## config.mk

```make
export PLATFORM = sky130hd
export DESIGN_NAME = seq_cla_addsub
export DESIGN_NICKNAME = d
export VERILOG_FILES = /design/src/rtl/addsub_pkg.sv /design/src/rtl/seq_cla_addsub_cla_slice.sv /design/src/rtl/seq_cla_addsub.sv
export SDC_FILE = /design/constraint.sdc
export NUM_CORES = 1
export LEC_CHECK = 0
export BUFFER_PORTS_ARGS = -buffer_cell sky130_fd_sc_hd__buf_2
export CAP_MARGIN = 20
export CORE_MARGIN = 5
export CORE_UTILIZATION = 54
export DETAILED_ROUTE_END_ITERATION = 10
export PLACE_DENSITY = 0.91
export SLEW_MARGIN = 20
export SYNTH_ARGS = -nofsm -noshare
export SYNTH_HDL_FRONTEND = slang
export SYNTH_SLANG_ARGS = --single-unit
```

## constraint.sdc

```tcl
create_clock -name clk -period 3.72 [get_ports clk]
set_clock_uncertainty 0.2 [all_clocks]
set_input_delay 0.372 -clock clk [delete_from_list [all_inputs] [get_ports clk]]
set_output_delay 0.372 -clock clk [all_outputs]
set_load 0.03 [all_outputs]
```

## src/rtl/addsub_pkg.sv

```systemverilog
// Shared constants for the sequential carry-lookahead adder/subtractor:
// operand-select codes for B and FSM state encodings.
package addsub_pkg;

    typedef logic [1:0] op_sel_t;
    typedef logic [1:0] state_t;

    localparam op_sel_t OP_ADD_B    = 2'b00;
    localparam op_sel_t OP_ADD_NB   = 2'b01;
    localparam op_sel_t OP_ADD_ZERO = 2'b10;
    localparam op_sel_t OP_ADD_ONES = 2'b11;

    localparam state_t S_IDLE = 2'd0;
    localparam state_t S_RUN  = 2'd1;
    localparam state_t S_DONE = 2'd2;

endpackage

```

## src/rtl/seq_cla_addsub_cla_slice.sv

```systemverilog
// cla_slice: combinational SLICE-bit carry-lookahead adder. Every carry is a
// flat generate/propagate sum-of-products of the slice inputs.
module cla_slice #(
    parameter int SLICE = 4
) (
    input  logic [SLICE-1:0] a,
    input  logic [SLICE-1:0] b,
    input  logic             cin,
    output logic [SLICE-1:0] sum,
    output logic             cout,
    output logic             c_msb
);

    logic [SLICE-1:0] gen;
    logic [SLICE-1:0] prop;
    logic [SLICE:0]   carry;

    assign gen      = a & b;
    assign prop     = a ^ b;
    assign carry[0] = cin;

    genvar gi;
    generate
        for (gi = 0; gi < SLICE; gi++) begin : g_carry
            logic carry_out;

            // c[i+1] = g[i] | p[i]g[i-1] | ... | p[i..0]cin, with no chaining
            always_comb begin
                logic acc;
                logic term;
                acc = cin;
                for (int k = 0; k <= gi; k++) begin
                    acc = acc & prop[k];
                end
                for (int j = 0; j <= gi; j++) begin
                    term = gen[j];
                    for (int k = j + 1; k <= gi; k++) begin
                        term = term & prop[k];
                    end
                    acc = acc | term;
                end
                carry_out = acc;
            end

            assign carry[gi+1] = carry_out;
        end
    endgenerate

    assign sum   = prop ^ carry[SLICE-1:0];
    assign cout  = carry[SLICE];
    assign c_msb = carry[SLICE-1];

endmodule

```

## src/rtl/seq_cla_addsub.sv

```systemverilog
// Multi-cycle adder/subtractor: one SLICE-bit lookahead slice per clock with a
// registered carry between slices. Define ADDSUB_FLAGS_EN for ovf/zero outputs.
module seq_cla_addsub
    import addsub_pkg::*;
#(
    parameter int WIDTH = 16,
    parameter int SLICE = 4
) (
    input  logic             clk,
    input  logic             rst_n,
    input  logic             in_valid,
    output logic             in_ready,
    input  logic [WIDTH-1:0] a,
    input  logic [WIDTH-1:0] b,
    input  logic [1:0]       op,
    input  logic             cin,
    output logic             out_valid,
    input  logic             out_ready,
    output logic [WIDTH-1:0] d,
`ifdef ADDSUB_FLAGS_EN
    output logic             ovf,
    output logic             zero,
`endif
    output logic             cout
);

    localparam int NSLICE = WIDTH / SLICE;
    localparam int IDXW   = (NSLICE > 1) ? $clog2(NSLICE) : 1;
    localparam logic [IDXW-1:0] IDX_LAST = IDXW'(NSLICE - 1);

    state_t           state_reg;
    logic [IDXW-1:0]  idx_reg;
    logic [WIDTH-1:0] a_reg;
    logic [WIDTH-1:0] y_reg;
    logic             carry_reg;
    logic [WIDTH-1:0] d_reg;
    logic             cout_reg;

    logic [WIDTH-1:0] y_sel;
    logic [WIDTH-1:0] d_next;
    logic [SLICE-1:0] slice_a;
    logic [SLICE-1:0] slice_y;
    logic [SLICE-1:0] slice_sum;
    logic             slice_cout;
    logic [SLICE-1:0] a_slices [NSLICE];
    logic [SLICE-1:0] y_slices [NSLICE];

    always_comb begin
        y_sel = b;
        case (op)
            OP_ADD_B:    y_sel = b;
            OP_ADD_NB:   y_sel = ~b;
            OP_ADD_ZERO: y_sel = '0;
            OP_ADD_ONES: y_sel = '1;
            default:     y_sel = b;
        endcase
    end

    genvar gi;
    generate
        for (gi = 0; gi < NSLICE; gi++) begin : g_split
            assign a_slices[gi] = a_reg[gi*SLICE +: SLICE];
            assign y_slices[gi] = y_reg[gi*SLICE +: SLICE];
        end
    endgenerate

    assign slice_a = a_slices[idx_reg];
    assign slice_y = y_slices[idx_reg];

`ifdef ADDSUB_FLAGS_EN
    logic slice_c_msb;
    logic ovf_reg;
    logic zero_reg;
`else
    logic c_msb_unused;
`endif

    cla_slice #(
        .SLICE (SLICE)
    ) u_slice (
        .a     (slice_a),
        .b     (slice_y),
        .cin   (carry_reg),
        .sum   (slice_sum),
        .cout  (slice_cout),
`ifdef ADDSUB_FLAGS_EN
        .c_msb (slice_c_msb)
`else
        .c_msb (c_msb_unused)
`endif
    );

    // Result with the current slice merged in; the zero flag looks at this so
    // the final slice's sum is included on the edge it is written.
    always_comb begin
        d_next = d_reg;
        for (int i = 0; i < NSLICE; i++) begin
            if (idx_reg == IDXW'(i)) begin
                d_next[i*SLICE +: SLICE] = slice_sum;
            end
        end
    end

    always_ff @(posedge clk or negedge rst_n) begin
        if (!rst_n) begin
            state_reg <= S_IDLE;
            idx_reg   <= '0;
            a_reg     <= '0;
            y_reg     <= '0;
            carry_reg <= 1'b0;
            d_reg     <= '0;
            cout_reg  <= 1'b0;
`ifdef ADDSUB_FLAGS_EN
            ovf_reg   <= 1'b0;
            zero_reg  <= 1'b0;
`endif
        end else begin
            case (state_reg)
                S_IDLE: begin
                    if (in_valid) begin
                        a_reg     <= a;
                        y_reg     <= y_sel;
                        carry_reg <= cin;
                        idx_reg   <= '0;
                        state_reg <= S_RUN;
                    end
                end
                S_RUN: begin
                    d_reg     <= d_next;
                    carry_reg <= slice_cout;
                    if (idx_reg == IDX_LAST) begin
                        cout_reg  <= slice_cout;
                        idx_reg   <= '0;
                        state_reg <= S_DONE;
`ifdef ADDSUB_FLAGS_EN
                        ovf_reg   <= slice_c_msb ^ slice_cout;
                        zero_reg  <= (d_next == '0);
`endif
                    end else begin
                        idx_reg <= idx_reg + IDXW'(1);
                    end
                end
                S_DONE: begin
                    if (out_ready) begin
                        state_reg <= S_IDLE;
                    end
                end
                default: state_reg <= S_IDLE;
            endcase
        end
    end

    assign in_ready  = (state_reg == S_IDLE);
    assign out_valid = (state_reg == S_DONE);
    assign d         = d_reg;
    assign cout      = cout_reg;
`ifdef ADDSUB_FLAGS_EN
    assign ovf       = ovf_reg;
    assign zero      = zero_reg;
`endif

endmodule

```

======== Word level (Yosys, flattened, before mapping) ========
Index checks and enable logic that the tools add are counted.
operators by class
  add/sub/neg operators ................... 1
  multipliers ............................. 0
  divide/modulo/power cells ............... 0
  $lt $le $gt $ge ......................... 1
  equality and inequality tests ........... 11
  shift-type cells ........................ 0
  multiplexer cells ....................... 16
  bitwise logic cells ..................... 25
  reduce and logical (&&, ||, !) cells .... 11
operators with widths
  cell                                                                    number
  16-bit one-hot mux with 4 select lines                                  1
  4-bit binary-select mux with 2-bit select                               2
  4-bit two-way mux                                                       4
  16-bit NOT                                                              1
  2-bit AND reduction                                                     6
  1-bit bitwise AND                                                       10
  2-bit equality test (second input constant)                             5
  2-bit two-way mux                                                       5
  1-bit bitwise OR                                                        10
  4-bit bitwise XOR                                                       2
  2-bit by 1-bit equality test with 1-bit output (second input constant)  3
  2-bit logical NOT                                                       3
  2-bit one-hot mux with 3 select lines                                   1
  4-bit bitwise AND                                                       1
  2-bit != test (second input constant)                                   2
  2-bit one-hot mux with 2 select lines                                   1
  3-bit >= comparator (second input constant)                             1
  2-bit NOT with 3-bit output                                             1
  3-bit AND reduction                                                     1
  2-bit by 1-bit adder with 2-bit output (second input constant)          1
  2-bit by 1-bit != test with 1-bit output (second input constant)        1
  1-bit one-hot mux with 2 select lines                                   1
  2-bit nonzero test                                                      1
  1-bit two-way mux                                                       1
storage, ports and cells
  register bits ........................... 54
  latch bits .............................. 0
  memory bits (writable) .................. 0
  memory bits (read-only) ................. 0
  output and inout bits ................... 19
  logic and storage cells ................. 75
  memories kept ........................... 0

======== Logic depth before layout (Yosys ltp) ========
Gate-level depths: netlist (run 1).
  depth in word-level cells ............... 14
  depth in mapped cells ................... 7
  depth with buffers taken out ............ 6

======== Modules after synthesis ========
A second synthesis (run 1) with hierarchy kept.
second synthesis, totals
  cells, all modules ...................... 213
  area, all modules ....................... 2795.2 µm²
modules (own cells, without submodules)
  module          instances  cells each  area an instance (µm²)
  seq_cla_addsub  1          198         2648.8
  cla_slice       1          15          146.4

======== Worst setup path before layout (run 1) ========
Ideal clock, no wire load.
  path type ............................... reg-to-reg
  from .................................... reg idx_reg[0]
  to ...................................... reg carry_reg
  setup time .............................. 124 ps
  arrival ................................. 2559 ps
  setup slack ............................. 837 ps
  stages on the path, launching flop included .. 8
  path buffers ............................ 1
  clock period less this slack ............ 2883 ps
  path through ............................ dfrtp_1 buf_2 mux4_2 ha_1 ha_1 o211a_1 o31a_1 a211o_1
between the ends
  word-level cells in the longest chain between the ends .. 14
RTL lines
  item                                                          RTL line                                    RTL
  start: declaration                                            seq_cla_addsub.sv:32                        logic [IDXW-1:0] idx_reg;
  start signal: assignment                                      seq_cla_addsub.sv:140                       idx_reg <= idx_reg + IDXW'(1);
  2-bit NOT with 3-bit output (not written as such) (*)         seq_cla_addsub.sv:67, seq_cla_addsub.sv:68
  4-bit binary-select mux with 2-bit select (on tied branches)  seq_cla_addsub.sv:67, seq_cla_addsub.sv:68
  4-bit two-way mux (on tied branches) (2 in series)            seq_cla_addsub.sv:67, seq_cla_addsub.sv:68
  4-bit bitwise XOR                                             seq_cla_addsub_cla_slice.sv:19              assign prop = a ^ b;
  1-bit bitwise AND (4 in series)                               seq_cla_addsub_cla_slice.sv:33              acc = acc & prop[k];
  1-bit bitwise OR (3 in series)                                seq_cla_addsub_cla_slice.sv:40              acc = acc | term;
  1-bit bitwise OR (*)                                          seq_cla_addsub_cla_slice.sv:40
  1-bit one-hot mux with 2 select lines (*)                     seq_cla_addsub.sv:118                       case (state_reg)
  end signal: assignment                                        seq_cla_addsub.sv:123                       carry_reg <= cin;
  end signal: assignment                                        seq_cla_addsub.sv:130                       carry_reg <= slice_cout;
  end: declaration                                              seq_cla_addsub.sv:35                        logic carry_reg;
Mark *: on every way between the ends. The rest lies on a longest branch, timed or not. The select of a mux whose other input is x is not followed.
A chain may end at the register's enable or synchronous reset.

======== Worst setup path in the final report (run 1) ========
  from .................................... reg idx_reg[0]
  to ...................................... reg d_reg[7] (netlist: d[7])
between the ends
  word-level cells in the longest chain between the ends .. 12
RTL lines
  item                                                          RTL line                                    RTL
  2-bit NOT with 3-bit output (not written as such)             seq_cla_addsub.sv:67, seq_cla_addsub.sv:68
  4-bit binary-select mux with 2-bit select (on tied branches)  seq_cla_addsub.sv:67, seq_cla_addsub.sv:68
  4-bit two-way mux (on tied branches) (2 in series)            seq_cla_addsub.sv:67, seq_cla_addsub.sv:68
  4-bit bitwise XOR                                             seq_cla_addsub_cla_slice.sv:19
  1-bit bitwise AND (3 in series)                               seq_cla_addsub_cla_slice.sv:33
  1-bit bitwise OR (3 in series)                                seq_cla_addsub_cla_slice.sv:40
  4-bit bitwise XOR                                             seq_cla_addsub_cla_slice.sv:49              assign sum = prop ^ carry[SLICE-1:0];
  end signal: assignment                                        seq_cla_addsub.sv:129                       d_reg <= d_next;
  end: declaration                                              seq_cla_addsub.sv:36                        logic [WIDTH-1:0] d_reg;
Several ways; a longest one is shown, not always the timed one. The select of a mux whose other input is x is not followed.

==> flow_summary.yaml, run 1 <==
die:
  io_pins: 58
  dieWidth_um: 80.43
  initial_utilization_pct: 56.34
  placement_rows: 25
  die_ht_um: 80.43
  floorplan.die_area_um2: 6469
  core_area_um2: 4755
drt:
  detailroute.via_count: 1822
  detail_route.vias_per_cell: 5.236
  per_cell_routed_wire_length_um: 14.83
  drtIter0Drc: 59
  route.detailed.drc: 0
  ant_nets: 0
  wl_um: 5162
  drt_pre_antenna_iters: 4
logic_synthesis:
  synth.yosys.warnings: 0
  yosys.area.top_type: "sky130_fd_sc_hd__dfrtp_1"
  post_synth_main_area_contributors: "sky130_fd_sc_hd__dfrtp_1 (50%), sky130_fd_sc_hd__mux2_2 (8.4%), sky130_fd_sc_hd__mux4_2 (6.7%), sky130_fd_sc_hd__xnor2_1 (5.6%), sky130_fd_sc_hd__ha_1 (4.2%)"
  avgSynthCellArea_um2: 11.85
  synth.cell_area_um2: 2679
  number_of_distinct_standard_cells_referenced_by_the_synthesized_netlist: 28
  synthDominantCellAreaShare_pct: 50.44
  yosysSeqAreaShare_pct: 50.44
  synthCells: 226
  ys_ff_latch: 54
  number_of_nets_in_the_synthesized_netlist: 275
critical_path:
  worst-r2r-cell-count: 6
  crit_family: "flip-flops"
  crit_chain: "mux4_2, ha_1, ha_1, o211a_1, nor4_1, o31ai_1"
  setup.worst_path.end_class: "register"
  worst_setup_path_start_kind: "register"
  crit_cells: 6
  worstPathBufferInverterCount: 0
  cpPeakStageDelay_ns: 0.75
  cp_max_fo: 13
  setup.worst_path.class: "register to register"
  reg_to_reg_slack_setup_ns: 0.48
  arrival_ns: 3.20
  worst_path_max_delay_cell: "sky130_fd_sc_hd__dfrtp_1"
  endpoint_required_time_on_the_critical_path_ns: 3.68
  cpMostUsedCell: "sky130_fd_sc_hd__ha_1"
hold_path:
  min_path_cells: 2
  holdCritPathClass: "input port to register"
grt:
  grt_pass1_vias: 1928
  grt_remaining_overflow: 0
  globalRouteTotalUtil_pct: 17.57
  global_route_wire_length_before_repair_um: 8852
  grt_start_max_net_pins: 51
  grt_antenna_before_repair: 0
final_layout:
  number_of_inserted_filler_cells_in_the_final_layout: 395
  finish.cell_count_without_fillers: 348
  nets: 330
  final_layout_size_suffix_gt1_share_pct: 33.45
  flow.area_growth_from_synthesis_pct: 15.55
  insertedDiodeCount: 0
timing:
  totalNegativeSetupSlack_ns: 0
  worst_tran_pin_value_ns: 0.8260
  finalWorstSetupSlack_ns: 0.4757
  fin_hold_ws_ns: 0.07504
  setup_viol: 0
  maxClockFrequency_mhz: 308.2
  grt_setup_unrepaired: "no"
  min_period_ns: 3.244
  final-hold-violation-count: 0
  final.period_utilization_pct: 87.21
  slew_viol_final: 0
  max_slew_margin_pct: 44.87
clock_tree:
  cts.sinks: 54
  setup_fix_bufs_post_cts: 0
  cts_tree: "built"
  clk_latency_ns: 0.30
  h-tree-depth: 2
  clockRootBuffer: "sky130_fd_sc_hd__clkbuf_8"
  cts-buffers-inserted: 5
  path_clk_slew_ns: 0.09
  clockBufferDepth: 2
place:
  hpwl_um: 3999
  placed_cells_incl_taps: 340
  port_buffers: 57
  place.gp.congestion: 0.7906
  dp_slack_ns: 0.5104
status:
  outcome: "complete, no violations"
pwr:
  p_leak_nw: 1.393
  largest_vdd_supply_drop_mv: 0.4519
  power.density_nw_per_um2: 972.3
  report.power.total_mw: 3.010
flow_run:
  cap_violations: 0
==> per-stage QoR <==
stage | instance area, um^2 | util, %
6_report | 3095 | 65.11
5_1_grt | 3095 | 65.11
4_1_cts | 3083 | 64.84
3_5_place_dp | 3007 | 63.24
3_3_place_gp | 3007 | 63.24
2_1_floorplan | 2679 | -
==> metal layers <==
layer / part of all wire (%) / up-vias / global-route usage, %
li1: - / 884 / -
met2: 49 / 60 / 29.80
met5: 0 / - / 0
met3: 5.9 / 9 / 3.139
met1: 43 / 869 / 23.08
met4: 1.4 / 0 / 5.068
==> area by class of cell <==
class | count | area (um^2) | area share [%]
flip-flops and latches | 54 | 1351 | 43.65
repair buffers | 60 | 312.8 | 10.11
multi-input cells | 156 | 1256 | 40.58
inverters | 4 | 15.01 | 0.4850
well taps | 67 | 83.83 | 2.708
clock buffers | 7 | 76.32 | 2.466
==> timing repair <==
item / 4_1_cts / 5_1_grt
resized for setup: 0 / 0
hold buffers: 0 / 1
endpoints found under the hold margin: 0 / 49
==> placed cells by master (no fill, tap or decap), types with 2 or more instances in the layout <==
master	n
sky130_fd_sc_hd__nand3b_1	5
sky130_fd_sc_hd__nor2b_1	17
sky130_fd_sc_hd__xnor2_1	17
sky130_fd_sc_hd__clkbuf_8	5
sky130_fd_sc_hd__clkbuf_1	2
sky130_fd_sc_hd__o31a_1	2
sky130_fd_sc_hd__mux4_2	8
sky130_fd_sc_hd__mux2_2	20
sky130_fd_sc_hd__ha_1	9
sky130_fd_sc_hd__nand2_1	12
sky130_fd_sc_hd__nor2_1	20
sky130_fd_sc_hd__o21ai_0	10
sky130_fd_sc_hd__a22o_1	3
sky130_fd_sc_hd__buf_4	3
sky130_fd_sc_hd__buf_2	56
sky130_fd_sc_hd__inv_1	4
sky130_fd_sc_hd__nand2b_1	3
sky130_fd_sc_hd__dfrtp_1	54
sky130_fd_sc_hd__o31ai_1	4
sky130_fd_sc_hd__a21oi_1	17
==> logic make-up (layout without fill, tap and decap cells) <==
group | Yosys count | count (layout) | share of synthesized area (%)
AO/OA/AOI/OAI | 40 | 40 | 9.155
XOR/XNOR | 17 | 17 | 5.558
adder cells (fa/ha/maj) | 10 | 10 | 4.951
buffers and inverters | 16 | 71 | 2.896
flip-flops | 54 | 54 | 50.44
multiplexers | 29 | 29 | 15.51
AND/OR/NAND/NOR | 60 | 60 | 11.49
==> where the power goes <==
group	switching, mW	internal [mW]	total, mW
registers	0.236	0.887	1.12
clock network	0.172	0.130	0.302
logic	0.862	0.723	1.59
total	1.27	1.74	3.01
==> worst register-to-register path: stages (launching register included) <==
cell and delay, ns:
sky130_fd_sc_hd__dfrtp_1 0.75, sky130_fd_sc_hd__mux4_2 0.63, sky130_fd_sc_hd__ha_1 0.33, sky130_fd_sc_hd__ha_1 0.20
sky130_fd_sc_hd__o211a_1 0.26, sky130_fd_sc_hd__nor4_1 0.60, sky130_fd_sc_hd__o31ai_1 0.15
==> path summary, 6_finish.rpt <==
path,startpoint,endpoint
hold / removal,out_ready,state_reg[1]
setup reg to reg,idx_reg[0],d[7]
setup / recovery,idx_reg[0],d[7]
min in group asynchronous,rst_n,state_reg[1]
hold reg to reg,d[6],d[6]
max in group asynchronous,rst_n,y_reg[3]
==> Yosys cell counts <==
| cell | number |
|---|---|
| sky130_fd_sc_hd__a211o_2 | 1 |
| sky130_fd_sc_hd__and2_1 | 1 |
| sky130_fd_sc_hd__o21ai_0 | 10 |
| sky130_fd_sc_hd__xnor2_1 | 17 |
| sky130_fd_sc_hd__buf_4 | 2 |
| sky130_fd_sc_hd__nor2b_1 | 17 |
| sky130_fd_sc_hd__nor3b_2 | 1 |
| sky130_fd_sc_hd__nand3b_1 | 5 |
| sky130_fd_sc_hd__o21bai_1 | 1 |
| sky130_fd_sc_hd__dfrtp_1 | 54 |
| sky130_fd_sc_hd__mux4_2 | 8 |
| sky130_fd_sc_hd__o31ai_1 | 4 |
| sky130_fd_sc_hd__nor4_1 | 1 |
| sky130_fd_sc_hd__o31a_1 | 2 |
| sky130_fd_sc_hd__a211o_1 | 1 |
| sky130_fd_sc_hd__nor2_1 | 20 |
| sky130_fd_sc_hd__inv_1 | 4 |
| sky130_fd_sc_hd__nand2_1 | 12 |
| sky130_fd_sc_hd__o211a_1 | 1 |
| sky130_fd_sc_hd__buf_2 | 8 |
| sky130_fd_sc_hd__mux2_2 | 20 |
| sky130_fd_sc_hd__a22o_1 | 3 |
| sky130_fd_sc_hd__nand2b_1 | 3 |
| sky130_fd_sc_hd__fa_1 | 1 |
| sky130_fd_sc_hd__mux2i_1 | 1 |
| sky130_fd_sc_hd__clkbuf_1 | 2 |
| sky130_fd_sc_hd__ha_1 | 9 |
| sky130_fd_sc_hd__a21oi_1 | 17 |
Note: power is estimated with default switching activity, not from simulation.
==> inputs of run 2 (changes only) <==
--- a/config.mk
+++ b/config.mk
@@ -8,9 +8,10 @@
 export BUFFER_PORTS_ARGS = -buffer_cell sky130_fd_sc_hd__buf_2
 export CAP_MARGIN = 20
 export CORE_MARGIN = 5
-export CORE_UTILIZATION = 54
+export CORE_UTILIZATION = 56
+export CTS_BUF_LIST = sky130_fd_sc_hd__clkbuf_4 sky130_fd_sc_hd__clkbuf_8
 export DETAILED_ROUTE_END_ITERATION = 10
-export PLACE_DENSITY = 0.91
+export PLACE_DENSITY = 0.94
 export SLEW_MARGIN = 20
 export SYNTH_ARGS = -nofsm -noshare
 export SYNTH_HDL_FRONTEND = slang
==> run 2 against run 1 <==
Compared with the run above:
- worst hold slack lost 0.018 ns
- critical path depth unchanged
- combinational power about the same
- sequential share of layout area down 0.47 points
- critical path type unchanged
- largest power group unchanged
==> flow_summary.yaml, run 2 (synthesized netlist as in run 1, its figures left out) <==
grt:
  grt_start_max_net_pins: 29
  globalRouteTotalUtil_pct: 17.93
  groute.layer.met1.usage_pct: 23.55
  grt_pass1_vias: 1870
  grt_most_used_layer: "met2"
  grt_antenna_before_repair: 0
  gr-usage-met2_pct: 29.12
  met3_demand_to_capacity_share_in_global_routing_pct: 3.741
  global_route_wire_length_before_repair_um: 8707
  grt_remaining_overflow: 0
drt:
  wl_um: 5089
  route.detailed.drc: 0
  per_cell_routed_wire_length_um: 15.10
  ant_nets: 0
  detail_route.vias_per_cell: 5.445
  detailroute.via_count: 1835
  drtIter0Drc: 77
  drt_pre_antenna_iters: 4
timing:
  max_slew_margin_pct: 29.73
  slew_viol_final: 0
  maxClockFrequency_mhz: 316.6
  worst_tran_pin_value_ns: 1.053
  final.period_utilization_pct: 84.91
  min_period_ns: 3.159
  final-hold-violation-count: 0
  setup_viol: 0
  grt_setup_unrepaired: "no"
  totalNegativeSetupSlack_ns: 0
flow_run:
  cap_violations: 0
pwr:
  largest_vdd_supply_drop_mv: 0.3894
  power.net_switching_mw: 1.276
  p_leak_nw: 1.422
  power.share.switching_pct: 41.31
  share_clk_of_total_power_pct: 12.6
  power.density_nw_per_um2: 986.9
  p_int_mw: 1.812
  combinationalPowerShare_pct: 51.3
  seq_power_share_pct: 36.1
critical_path:
  critical_path.reg2reg.startpoint: "idx_reg[0]"
  crit_cells: 6
  cpPeakStageDelay_ns: 0.75
  setup.worst_path.end_class: "register"
  crit_chain: "mux4_2, ha_1, ha_1, o211a_1, nor4_1, o31ai_1"
  setup.worst_path.class: "register to register"
  cp_max_fo: 13
  worst_path_max_delay_cell: "sky130_fd_sc_hd__dfrtp_1"
  crit_family: "flip-flops"
  reg_to_reg_slack_setup_ns: 0.56
  worst_setup_path_startpoint: "idx_reg[0]"
  worst_setup_path_start_kind: "register"
  cpMostUsedCell: "sky130_fd_sc_hd__ha_1"
  arrival_ns: 3.13
  worstPathBufferInverterCount: 0
  worst-r2r-cell-count: 6
  endpoint_required_time_on_the_critical_path_ns: 3.69
die:
  floorplan.die_area_um2: 6267
  placement_rows: 25
  initial_utilization_pct: 57.09
  dieWidth_um: 79.17
  core_area_um2: 4692
  die_ht_um: 79.17
  io_pins: 58
hold_path:
  hold_path.startpoint: "out_ready"
  holdCritPathClass: "input port to register"
  min_path_cells: 2
clock_tree:
  clk_latency_ns: 0.31
  cts-buffers-inserted: 5
  h-tree-depth: 2
  path_clk_slew_ns: 0.09
  setup_fix_bufs_post_cts: 0
  cts.sinks: 54
  clockRootBuffer: "sky130_fd_sc_hd__clkbuf_8"
  cts_tree: "built"
  clockBufferDepth: 2
place:
  hpwl_um: 3920
  port_buffers: 57
  placed_cells_incl_taps: 328
  place.gp.congestion: 0.7641
final_layout:
  insertedDiodeCount: 0
  final_layout_size_suffix_gt1_share_pct: 34.63
  flow.area_growth_from_synthesis_pct: 16.81
  finish.cell_count_without_fillers: 337
  layout.cells.most_common_list: "sky130_fd_sc_hd__buf_2 (57), sky130_fd_sc_hd__dfrtp_1 (54), sky130_fd_sc_hd__nor2_1 (20), sky130_fd_sc_hd__mux2_2 (20)"
  most_frequent_standard_cell_in_the_layout_excluding_fill_and_tap_cells: "sky130_fd_sc_hd__buf_2"
  nets: 331
status:
  outcome: "complete, no violations"
run 2: changes by cell type in the layout (fill, tap and decap cells not counted), sizes merged:
cell / delta
buf: +1
bufinv: +1
clkbuf: -2
clkinv: +2
run 2: area by class of cell:
type / instances / area, um^2
Fill cell: 371 / 1563
Sequential cell: 54 / 1351
Multi-Input combinational cell: 156 / 1256
Timing Repair Buffer: 61 / 330.3
Clock buffer: 5 / 68.82
Tap cell: 54 / 67.56
Clock inverter: 3 / 40.04
Inverter: 4 / 15.01
run 2: what timing repair did:
item / in CTS / in global routing
endpoints found under the setup margin: 0 / 0
hold buffers: 1 / 0
resized for setup: 0 / 0
endpoints found under the hold margin: 26 / 0
run 2: worst paths after layout:
| kind | endpoint |
|---|---|
| worst min register to register | d[5] |
| worst max-delay path | d[7] |
| worst max register to register | d[7] |
| max in group asynchronous | y_reg[9] |
| worst min-delay path | state_reg[1] |
| min in group asynchronous | d[14] |
run 2: power by group through the flow:
| stage | Combinational [mW] | Clock (mW) | Sequential (mW) |
|---|---|---|---|
| 6_report | 1.58 | 0.389 | 1.11 |
| 5_1_grt | 1.74 | 0.423 | 1.16 |
| 4_1_cts | 1.59 | 0.397 | 1.12 |
| 3_5_place_dp | 1.58 | 0 | 1.13 |
| 3_3_place_gp | 1.51 | 0 | 1.11 |
| 2_1_floorplan | 1.11 | 0 | 1.20 |
run 2: per-layer routing:
metal | up-vias | routed length, um
met2 | 50 | 2534
met1 | 884 | 2179
met3 | 10 | 275
met4 | 0 | 100
met5 | - | 0
li1 | 891 | -
run 2: through the flow:
stage               hold slack (ns)  power, mW  area (um^2)  utilization [%]  worst slack (ns)
finish                      0.05718      3.088         3129            66.69            0.5612
global placement             0.2582      2.625         2990            63.73            0.6837
detailed placement           0.2122      2.713         3010            64.16            0.5826
CTS                         0.04886      3.108         3129            66.69            0.5585
global route                0.05960      3.323         3129            66.69            0.3478
floorplan                   -0.1236      2.307         2679                -            0.8367
